<file path="src/rtl/step_move_if.sv">
// step_move_if: bundles the signals of the step-move sequencer. These are the
// requester handshake and the pulse-generator / motor-select side.
//   master : requesters + generator side (drives req/req_num/req_dir/pg_sign)
//   slave  : the sequencer (drives ack/done/err/pg_*/motor_sel/dir/busy)
// Channel i's pulse count sits at req_num[i*CNT_W +: CNT_W].
interface step_move_if #(
    parameter int unsigned N_REQ = 4,
    parameter int unsigned CNT_W = 10
);
    logic [N_REQ-1:0]       req;
    logic [N_REQ*CNT_W-1:0] req_num;
    logic [N_REQ-1:0]       req_dir;
    logic [N_REQ-1:0]       ack;
    logic [N_REQ-1:0]       done;
    logic [N_REQ-1:0]       err;
    logic                   pg_enable;
    logic [CNT_W-1:0]       pg_pulse_num;
    logic                   pg_sign;
    logic [N_REQ-1:0]       motor_sel;
    logic                   dir;
    logic                   busy;

    modport master (
        output req, req_num, req_dir, pg_sign,
        input  ack, done, err, pg_enable, pg_pulse_num, motor_sel, dir, busy
    );

    modport slave (
        input  req, req_num, req_dir, pg_sign,
        output ack, done, err, pg_enable, pg_pulse_num, motor_sel, dir, busy
    );
endinterface

</file>
<file path="src/rtl/step_move_sequencer.sv">
// step_move_sequencer: round-robin scheduler of per-channel move requests onto
// one shared step-pulse generator. It runs IDLE -> SETUP (direction setup) ->
// RUN (count falling pg_sign edges) -> SETTLE (generator held off) -> FINISH.
// A zero pulse count goes from IDLE straight to FINISH.
// Ports:
//   clk          system clock
//   rst          asynchronous active-low reset
//   bus (slave)  req/req_num/req_dir/pg_sign in; ack/done/err (one-cycle
//                pulses), pg_enable, pg_pulse_num, motor_sel, dir, busy out
// Optional feature: define STEP_TIMEOUT_EN to abort a move when RUN sees no
// pg_sign edge for TIMEOUT cycles. The abort is reported on err instead of done.
// Without the macro err is constant 0 and RUN waits indefinitely.
module step_move_sequencer #(
    parameter int unsigned N_REQ     = 4,
    parameter int unsigned CNT_W     = 10,
    parameter int unsigned DIR_SETUP = 8,
    parameter int unsigned SETTLE    = 16,
    parameter int unsigned TIMEOUT   = 4095
) (
    input  logic       clk,
    input  logic       rst,
    step_move_if.slave bus
);

    localparam int unsigned GW      = $clog2(N_REQ);
    localparam int unsigned PH_MAX  = (DIR_SETUP > SETTLE) ? DIR_SETUP : SETTLE;
    localparam int unsigned TMR_MAX = (TIMEOUT > PH_MAX) ? TIMEOUT : PH_MAX;
    localparam int unsigned TW      = $clog2(TMR_MAX + 1);

    localparam logic [2:0] S_IDLE   = 3'd0;
    localparam logic [2:0] S_SETUP  = 3'd1;
    localparam logic [2:0] S_RUN    = 3'd2;
    localparam logic [2:0] S_SETTLE = 3'd3;
    localparam logic [2:0] S_FINISH = 3'd4;

    logic [2:0]       r_state,   w_state_n;
    logic [GW-1:0]    r_last,    w_last_n;
    logic [GW-1:0]    r_gnt,     w_gnt_n;
    logic [TW-1:0]    r_tmr,     w_tmr_n;
    logic [CNT_W-1:0] r_pcnt,    w_pcnt_n;
    logic [CNT_W-1:0] r_num,     w_num_n;
    logic             r_dir,     w_dir_n;
    logic             r_en,      w_en_n;
    logic             r_busy,    w_busy_n;
    logic             r_sign_q,  w_sign_n;
    logic [N_REQ-1:0] r_ack,     w_ack_n;
    logic [N_REQ-1:0] r_done,    w_done_n;
    logic [N_REQ-1:0] r_sel,     w_sel_n;
    logic             w_found;
    logic [GW-1:0]    w_pick;
    logic [CNT_W-1:0] w_pick_num;
    logic             w_pick_dir;
    logic             w_fall;
`ifdef STEP_TIMEOUT_EN
    logic             r_abort,   w_abort_n;
    logic [N_REQ-1:0] r_err,     w_err_n;
    logic             w_edge;
`endif

    // Round-robin pick: the first requester at or after last_grant+1.
    // Walking downward lets the nearest candidate overwrite farther ones.
    always_comb begin
        w_found = 1'b0;
        w_pick  = r_last;
        for (int k = int'(N_REQ); k >= 1; k--) begin
            if (bus.req[GW'((int'(r_last) + k) % int'(N_REQ))]) begin
                w_found = 1'b1;
                w_pick  = GW'((int'(r_last) + k) % int'(N_REQ));
            end
        end
    end

    // Count and direction of the picked channel.
    always_comb begin
        w_pick_num = '0;
        w_pick_dir = 1'b0;
        for (int i = 0; i < int'(N_REQ); i++) begin
            if (w_pick == GW'(i)) begin
                w_pick_num = bus.req_num[i*CNT_W +: CNT_W];
                w_pick_dir = bus.req_dir[i];
            end
        end
    end

    // r_sign_q is held at 0 outside RUN, so the edge detector restarts on RUN entry.
    assign w_fall = r_sign_q & ~bus.pg_sign;
`ifdef STEP_TIMEOUT_EN
    assign w_edge = r_sign_q ^ bus.pg_sign;
`endif

    // Next-state and next-output logic. One timer serves the setup and settle
    // phases and the inter-edge watchdog.
    always_comb begin
        w_state_n = r_state;
        w_last_n  = r_last;
        w_gnt_n   = r_gnt;
        w_tmr_n   = r_tmr;
        w_pcnt_n  = r_pcnt;
        w_num_n   = r_num;
        w_dir_n   = r_dir;
        w_en_n    = r_en;
        w_sel_n   = r_sel;
        w_ack_n   = '0;
        w_done_n  = '0;
        w_sign_n  = 1'b0;
`ifdef STEP_TIMEOUT_EN
        w_abort_n = r_abort;
        w_err_n   = '0;
`endif
        case (r_state)
            S_IDLE: begin
                if (w_found) begin
                    w_gnt_n   = w_pick;
                    w_num_n   = w_pick_num;
                    w_dir_n   = w_pick_dir;
                    w_sel_n   = N_REQ'(1) << w_pick;
                    w_ack_n   = N_REQ'(1) << w_pick;
                    w_pcnt_n  = '0;
                    w_tmr_n   = '0;
`ifdef STEP_TIMEOUT_EN
                    w_abort_n = 1'b0;
`endif
                    w_state_n = (w_pick_num == '0) ? S_FINISH : S_SETUP;
                end
            end
            S_SETUP: begin
                if (r_tmr == TW'(DIR_SETUP - 1)) begin
                    w_tmr_n   = '0;
                    w_en_n    = 1'b1;
                    w_state_n = S_RUN;
                end else begin
                    w_tmr_n = TW'(r_tmr + 1'b1);
                end
            end
            S_RUN: begin
                w_sign_n = bus.pg_sign;
                if (w_fall) begin
                    w_pcnt_n = CNT_W'(r_pcnt + 1'b1);
                end
`ifdef STEP_TIMEOUT_EN
                w_tmr_n = w_edge ? '0 : TW'(r_tmr + 1'b1);
`endif
                if (w_fall && (CNT_W'(r_pcnt + 1'b1) == r_num)) begin
                    w_en_n    = 1'b0;
                    w_tmr_n   = '0;
                    w_state_n = S_SETTLE;
`ifdef STEP_TIMEOUT_EN
                end else if (!w_edge && (r_tmr == TW'(TIMEOUT - 1))) begin
                    w_en_n    = 1'b0;
                    w_tmr_n   = '0;
                    w_abort_n = 1'b1;
                    w_state_n = S_SETTLE;
`endif
                end
            end
            S_SETTLE: begin
                if (r_tmr == TW'(SETTLE - 1)) begin
                    // Completion is registered here so it shows in the FINISH cycle.
                    w_tmr_n   = '0;
                    w_state_n = S_FINISH;
`ifdef STEP_TIMEOUT_EN
                    if (r_abort) w_err_n  = N_REQ'(1) << r_gnt;
                    else         w_done_n = N_REQ'(1) << r_gnt;
`else
                    w_done_n  = N_REQ'(1) << r_gnt;
`endif
                end else begin
                    w_tmr_n = TW'(r_tmr + 1'b1);
                end
            end
            S_FINISH: begin
                // Zero-count moves arrive straight from IDLE, so done is issued here.
                if (r_num == '0) begin
                    w_done_n = N_REQ'(1) << r_gnt;
                end
                w_sel_n   = '0;
                w_last_n  = r_gnt;
                w_state_n = S_IDLE;
            end
            default: begin
                w_state_n = S_IDLE;
            end
        endcase
`ifdef STEP_TIMEOUT_EN
        w_busy_n = (w_state_n != S_IDLE) || (|w_done_n) || (|w_err_n);
`else
        w_busy_n = (w_state_n != S_IDLE) || (|w_done_n);
`endif
    end

    // State and output registers.
    always_ff @(posedge clk or negedge rst) begin
        if (!rst) begin
            r_state  <= S_IDLE;
            r_last   <= GW'(N_REQ - 1);
            r_gnt    <= '0;
            r_tmr    <= '0;
            r_pcnt   <= '0;
            r_num    <= '0;
            r_dir    <= 1'b0;
            r_en     <= 1'b0;
            r_busy   <= 1'b0;
            r_sign_q <= 1'b0;
            r_ack    <= '0;
            r_done   <= '0;
            r_sel    <= '0;
`ifdef STEP_TIMEOUT_EN
            r_abort  <= 1'b0;
            r_err    <= '0;
`endif
        end else begin
            r_state  <= w_state_n;
            r_last   <= w_last_n;
            r_gnt    <= w_gnt_n;
            r_tmr    <= w_tmr_n;
            r_pcnt   <= w_pcnt_n;
            r_num    <= w_num_n;
            r_dir    <= w_dir_n;
            r_en     <= w_en_n;
            r_busy   <= w_busy_n;
            r_sign_q <= w_sign_n;
            r_ack    <= w_ack_n;
            r_done   <= w_done_n;
            r_sel    <= w_sel_n;
`ifdef STEP_TIMEOUT_EN
            r_abort  <= w_abort_n;
            r_err    <= w_err_n;
`endif
        end
    end

    assign bus.ack          = r_ack;
    assign bus.done         = r_done;
    assign bus.pg_enable    = r_en;
    assign bus.pg_pulse_num = r_num;
    assign bus.motor_sel    = r_sel;
    assign bus.dir          = r_dir;
    assign bus.busy         = r_busy;
`ifdef STEP_TIMEOUT_EN
    assign bus.err          = r_err;
`else
    assign bus.err          = '0;
`endif

endmodule

</file>
<file path="src/flat_wrapper.sv">
// flat-port wrapper written by rule: the top's interface ports become plain ports
module step_move_sequencer_flat 
#(
    parameter int unsigned N_REQ     = 4,
    parameter int unsigned CNT_W     = 10,
    parameter int unsigned DIR_SETUP = 8,
    parameter int unsigned SETTLE    = 16,
    parameter int unsigned TIMEOUT   = 4095
)
  (clk, rst, bus_req, bus_req_num, bus_req_dir, bus_pg_sign, bus_ack, bus_done, bus_err, bus_pg_enable, bus_pg_pulse_num, bus_motor_sel, bus_dir, bus_busy);
  step_move_if #(.N_REQ(N_REQ), .CNT_W(CNT_W)) bus_i ();
  input  logic clk;
  input  logic rst;
  input wire logic [$bits(bus_i.req)-1:0] bus_req;
  input wire logic [$bits(bus_i.req_num)-1:0] bus_req_num;
  input wire logic [$bits(bus_i.req_dir)-1:0] bus_req_dir;
  input wire logic [$bits(bus_i.pg_sign)-1:0] bus_pg_sign;
  output wire logic [$bits(bus_i.ack)-1:0] bus_ack;
  output wire logic [$bits(bus_i.done)-1:0] bus_done;
  output wire logic [$bits(bus_i.err)-1:0] bus_err;
  output wire logic [$bits(bus_i.pg_enable)-1:0] bus_pg_enable;
  output wire logic [$bits(bus_i.pg_pulse_num)-1:0] bus_pg_pulse_num;
  output wire logic [$bits(bus_i.motor_sel)-1:0] bus_motor_sel;
  output wire logic [$bits(bus_i.dir)-1:0] bus_dir;
  output wire logic [$bits(bus_i.busy)-1:0] bus_busy;
  assign bus_i.req = bus_req;
  assign bus_i.req_num = bus_req_num;
  assign bus_i.req_dir = bus_req_dir;
  assign bus_i.pg_sign = bus_pg_sign;
  assign bus_ack = bus_i.ack;
  assign bus_done = bus_i.done;
  assign bus_err = bus_i.err;
  assign bus_pg_enable = bus_i.pg_enable;
  assign bus_pg_pulse_num = bus_i.pg_pulse_num;
  assign bus_motor_sel = bus_i.motor_sel;
  assign bus_dir = bus_i.dir;
  assign bus_busy = bus_i.busy;
  step_move_sequencer #(.N_REQ(N_REQ), .CNT_W(CNT_W), .DIR_SETUP(DIR_SETUP), .SETTLE(SETTLE), .TIMEOUT(TIMEOUT)) u_core (.clk(clk), .rst(rst), .bus(bus_i));
endmodule
</file>
<file path="config.mk">
export PLATFORM = sky130hd
export DESIGN_NAME = step_move_sequencer_flat
export DESIGN_NICKNAME = d
export VERILOG_FILES = /design/src/rtl/step_move_if.sv /design/src/rtl/step_move_sequencer.sv /design/src/flat_wrapper.sv
export SDC_FILE = /design/constraint.sdc
export NUM_CORES = 1
export LEC_CHECK = 0
export ABC_AREA = 1
export CAP_MARGIN = 0
export CORE_ASPECT_RATIO = 0.75
export CORE_MARGIN = 5
export CORE_UTILIZATION = 30
export CTS_BUF_LIST = sky130_fd_sc_hd__clkbuf_2
export CTS_CLUSTER_DIAMETER = 100
export DETAILED_ROUTE_END_ITERATION = 10
export PLACE_DENSITY = 0.54
export SLEW_MARGIN = 0
export SYNTH_ARGS = -nofsm -noshare
export SYNTH_HDL_FRONTEND = slang
export SYNTH_SLANG_ARGS = --single-unit
</file>
<file path="constraint.sdc">
create_clock -name clk -period 2.6 [get_ports clk]
set_input_delay 0.65 -clock clk [delete_from_list [all_inputs] [get_ports clk]]
set_output_delay 0.65 -clock clk [all_outputs]
set_load 0.05 [all_outputs]
</file>
# Word level (Yosys, flattened, before mapping)
# Cells that the tools add are included.
classes:
  addsub: 6
  magnitude_cmp: 4
  eq_ne: 14
  n_shift: 2
  n_mux: 53
  bitwise_logic: 2
  n_reduce_logical: 17
op_table:
  columns: ["op", "n"]
  rows:
  - ["10-bit 2-to-1 mux", 6]
  - ["12-bit 2-to-1 mux", 4]
  - ["12-bit one-hot mux with 4 select lines", 1]
  - ["10-bit zero test", 2]
  - ["4-bit 2-to-1 mux", 5]
  - ["10-bit one-hot mux with 2 select lines", 1]
  - ["1-bit 2-to-1 mux", 19]
  - ["2-bit by 4-bit < comparator with 1-bit output, second input constant", 4]
  - ["4-bit one-hot mux with 2 select lines", 2]
  - ["3-bit 2-to-1 mux", 5]
  - ["12-bit by 1-bit adder with 12-bit output, second input constant", 1]
  - ["12-bit by 3-bit equality test with 1-bit output, second input constant", 1]
  - ["12-bit by 4-bit equality test with 1-bit output, second input constant", 1]
  - ["3-bit one-hot mux with 4 select lines", 1]
  - ["10-bit by 1-bit adder with 10-bit output, second input constant", 1]
  - ["10-bit equality test", 1]
  - ["3-bit AND reduction", 3]
  - ["1-bit binary-select mux with 2-bit select", 4]
  - ["2-bit 2-to-1 mux", 4]
  - ["2-bit by 1-bit != test with 1-bit output, second input constant", 4]
  - ["1-bit by 2-bit left shift with 4-bit output, first input constant", 2]
  - ["3-bit by 2-bit equality test with 1-bit output, second input constant", 2]
  - ["2-bit nonzero test", 3]
  - ["2-bit by 1-bit adder with 2-bit output, second input constant", 2]
  - ["other kinds (16)", 19]
word_totals:
  regBits: 55
  input_bits: 51
  out_inout_bits: 29
  word_cells: 111

# Depth between registers and ports, before layout
logic_depth:
  ltp_word: 19
  depth_mapped: 19

# Worst setup path after synthesis
# OpenSTA, ideal clock, no wires.
synth_path:
  path_kind: "input to register"
  from: "in bus_req[3]"
  to: "reg u_core.r_state[0]"
  setup_ns: 0.118
  t_arrival_ns: 1.950
  required_time_ns: 2.482
  slack_ns: 0.533
  stages: 16
  path_cell_list: "inv_1 -> o21ai_2 -> nand2_1 -> nand2_2 -> nand2_4 -> nand2_2 -> nand2_4 -> buf_4 -> nand4_1 -> nand3_1 -> nor2_1 -> nand2_1 -> nor2_2 -> nand3_1 -> nand2_1 -> nand2_1"
synth_via:
  elab_chain_len: 16
  word_cells_on_any_way: 32
  classes_between: "eq/ne (3); mux (27); reduce/logical (2)"
synth_lines:
  columns: ["element", "line", "rtl"]
  rows:
  - ["start: declaration", "flat_wrapper.sv:14", "input wire logic [$bits(bus_i.req)-1:0] bus_req;"]
  - ["1-bit binary-select mux with 2-bit select", "step_move_sequencer.sv:66", "if (bus.req[GW'((int'(r_last) + k) % int'(N_REQ))]) begin"]
  - ["1-bit 2-to-1 mux (implied by the code) (2 in a row)", "step_move_sequencer.sv:66", null]
  - ["2-bit 2-to-1 mux (4 in a row)", "step_move_sequencer.sv:66", null]
  - ["2-bit zero test", "step_move_sequencer.sv:78", "if (w_pick == GW'(i)) begin"]
  - ["10-bit 2-to-1 mux (4 in a row)", "step_move_sequencer.sv:78", null]
  - ["10-bit zero test", "step_move_sequencer.sv:123", "w_state_n = (w_pick_num == '0) ? S_FINISH : S_SETUP;"]
  - ["3-bit 2-to-1 mux", "step_move_sequencer.sv:123", null]
  - ["3-bit 2-to-1 mux (*)", "step_move_sequencer.sv:112", "if (w_found) begin"]
  - ["3-bit one-hot mux with 4 select lines (*)", "step_move_sequencer.sv:110", "case (r_state)"]
  - ["named net u_core.w_state_n[0]", "step_move_sequencer.sv:36", "logic [2:0] r_state, w_state_n;"]
  - ["end signal: assignment", "step_move_sequencer.sv:212", "r_state <= w_state_n;"]
  - ["end: declaration", "step_move_sequencer.sv:36", null]
# Mark *: on every way through the listed nets, which the timed path passes. The rest lies on a longest branch. The select of a mux whose other input is x is not followed.
# A chain may end at the register's enable or synchronous reset.

# Worst setup path in the final report
layout_path:
  from: "reg u_core.r_num[4], in the netlist u_core.bus.pg_pulse_num[4]"
  to: "out bus_pg_pulse_num[4]"
layout_rtl:
  columns: ["element", "line", "rtl"]
  rows:
  - ["start: declaration", "step_move_sequencer.sv:41", "logic [CNT_W-1:0] r_num, w_num_n;"]
  - ["start signal: assignment", "step_move_sequencer.sv:217", "r_num <= w_num_n;"]
  - ["end: declaration", "flat_wrapper.sv:22", "output wire logic [$bits(bus_i.pg_pulse_num)-1:0] bus_pg_pulse_num;"]
# No word-level cell between the ends.

==> results_dict.tcl <==
set metrics [dict create \
    fin_crit_ps 2460 \
    synth_most_common_cell "nand2_1" \
    fin_skew_ps 38.0 \
    wire_per_inst_um 14.2 \
    synth-seq-area-share 0.400 \
    io_buffers 75 \
    p_sw_mw 1.70 \
    first_pass_iters 4 \
    grt_max_degree 36 \
    cts_tree "done" \
    clk_latency_ps 480 \
    cts_buffers 5 \
    cts-resized-gates 0 \
    arrival_ps 1810 \
    antenna_found_initial 1 \
    syn_inst 461 \
    gp_congestion 0.807 \
    fillers 1104 \
    ys_types 42 \
    path_max_fanout 5 \
    grt_usage 0.150 \
    initial_utilization 0.312 \
    synth_edf_count 0 \
    ys_warn_count 0 \
    drt_iter0_drc 252 \
    worst_hold_slack_ps 112 \
    crit_path_end_kind "output pin" \
    rsz0062_at_grt "no" \
    synthArstFlopShare 1.00 \
    htreeDepth 2 \
    power_frac_comb 0.530 \
    syn_avg_cell_area_um2 7.48 \
    grt.overflow.total 0 \
    worst-slew-pin-transition_ps 589 \
    critical_path_required_ps 1950 \
    yosysTopAreaCellShare 0.385 \
    die-area_um2 13800 \
    fmax_ghz 0.406 \
    internal_power_mw 1.93 \
    clock_sinks 55 \
    synth_seq_cells 55 \
    ir_drop_mv 0.527 \
    synth_ff_type "dfrtp_1" \
    grt_pass1_wl_mm 16.7 \
    maxCapViolations 0 \
    num_vias 3388 \
    crit_chain "clkdlybuf4s50_1" \
    crit_buf_inv 1 \
    finalPower_mw 3.63 \
    yosys-top-cells-area "dfrtp_1, nand2_1, nand4_1, inv_1, nor2_1" \
    rows 33 \
    hold_viol 0 \
    core-area_um2 11100 \
    routed_wl_mm 9.95 \
    clkPwrFrac 0.126 \
    nNetsFinal 614 \
    grt_pass1_vias 3301 \
    relSlewSlack 0.603 \
    fin_crit_sh 0.947 \
    status "finished clean" \
    cp-start-kind "flop" \
    hpwl_mm 7.94 \
    cts.hold.buffers_added 0 \
    ant_nets 0 \
    p_leak_nw 2.13 \
    io_pins 80 \
    slew_viol_final 0 \
    power_per_cell_area_nw_per_um2 781 \
    setup_viol 0 \
    critPathSlowestCell "clkdlybuf4s50_1" \
    critical_path_class "flop to output pin" \
    vias_per_cell 4.82 \
    layout-drive-gt1-share 0.135 \
    hold_path.class "primary input to async pin" \
    root_buffer "clkbuf_2" \
    die_y_um 103 \
    synthTopCellsByCount "nand2_1, dfrtp_1, inv_1, nor2_1, nand3_1" \
    pwr-share-seq 0.344 \
    syn_area_um2 3450 \
    syn2layout_area_growth_pct 35.0 \
    cp_top_family "buffers and inverters" \
    path_clk_slew_ps 290 \
    swShare 0.468 \
    die_width_um 134 \
    clockBufferDepth 2 \
    critPathMaxStageDelay_ps 840 \
    synth.largest_area_cell "dfrtp_1" \
    drc_errors 0 \
]
==> through the flow <==
| step | std cells | utilization | setup TNS, ps | cell area [µm²] | worst slack, ps |
|---|---|---|---|---|---|
| after global routing | 703 | 0.421 | 0 | 4650 | 24.7 |
| final | 703 | 0.421 | 0 | 4650 | 138 |
| after floorplan | 464 | - | 0 | 3460 | 533 |
| after CTS | 701 | 0.419 | 0 | 4630 | 121 |
| after global placement | 693 | 0.412 | -145 | 4560 | -88.1 |
| after detailed placement | 693 | 0.412 | -253 | 4560 | -133 |
==> sequential cells by signal, indices dropped and copies added, names as in the netlist <==
register / flops
u_core.bus.done: 4
u_core.bus.ack: 4
u_core.bus.pg_enable: 1
u_core.r_last: 2
u_core.bus.pg_pulse_num: 10
u_core.r_sign_q: 1
u_core.bus.dir: 1
u_core.bus.motor_sel: 4
u_core.r_state: 3
u_core.r_gnt: 2
u_core.r_tmr: 12
u_core.r_pcnt: 10
u_core.bus.busy: 1
==> metal layers <==
layer,vias up,global-route usage,share of wire
met5,-,0,0
met4,0,0.0356,0.0087
met3,10,0.0356,0.052
met2,69,0.218,0.42
met1,1589,0.224,0.52
li1,1720,-,-
==> final timing paths <==
path / from / to / slack [ps] / depth (start not counted)
setup / recovery: u_core.bus.pg_pulse_num[4] / bus_pg_pulse_num[4] / 140 / 1
hold / removal: rst / u_core.r_tmr[0] / 110 / 1
setup reg to reg: u_core.r_last[0] / u_core.r_state[2] / 230 / 14
hold reg to reg: u_core.bus.pg_enable / u_core.bus.pg_enable / 550 / 2
max in group asynchronous: rst / u_core.r_last[1] / 1900 / 2
min in group clk: u_core.bus.pg_enable / u_core.bus.pg_enable / 550 / 2
==> cells in the final DEF (no fill, tap or decap), drive strengths merged, types with 2 or more instances in the layout <==
cell,n
nand2,125
clkdlybuf4s50,74
inv,55
dfrtp,53
nor2,50
nand3,40
nand4,32
buf,31
o21ai,28
xor2,11
a21oi,8
nor3,7
o22ai,6
nor4,5
o41ai,5
clkbuf,5
or2,5
conb,4
and2,2
xnor2,2
o21bai,2
ha,2
dfstp,2
a31o,2
==> kinds of logic (layout without fill, tap and decap cells) <==
| kind of cell | after synthesis | after routing | share of synthesized area |
|---|---|---|---|
| AO/OA/AOI/OAI | 52 | 52 | 0.0889 |
| flip-flops | 55 | 55 | 0.400 |
| other | 1 | 5 | 0.00109 |
| multiplexers | 1 | 1 | 0.00290 |
| AND/OR/NAND/NOR | 267 | 267 | 0.371 |
| buffers and inverters | 69 | 167 | 0.0893 |
| adder cells (fa/ha/maj) | 2 | 2 | 0.00726 |
| XOR/XNOR | 14 | 14 | 0.0395 |
==> power groups by stage <==
stage | sequential [mW] | clock [mW] | combinational, mW
after CTS | 1.25 | 0.473 | 1.93
final | 1.25 | 0.459 | 1.92
after global routing | 1.29 | 0.508 | 2.10
after detailed placement | 1.27 | 0 | 1.92
after floorplan | 1.59 | 0 | 0.834
after global placement | 1.26 | 0 | 1.89
==> layout make-up <==
cell class                      count  area [µm²]  area share
Clock inverter                      3        46.3     0.00995
Timing Repair Buffer              105        1050       0.225
Sequential cell                    55        1380       0.296
Tap cell                          140         175      0.0376
Multi-Input combinational cell    340        1770       0.381
Inverter                           54         208      0.0446
Clock buffer                        5        25.0     0.00538
Antenna cell                        1        2.50    0.000538
==> what timing repair did <==
item                                   4_1_cts  5_1_grt
setup buffers                                0        1
endpoints found under the hold margin        0        0
setup endpoints to repair                    0        2
(Power assumes the default switching activity.)
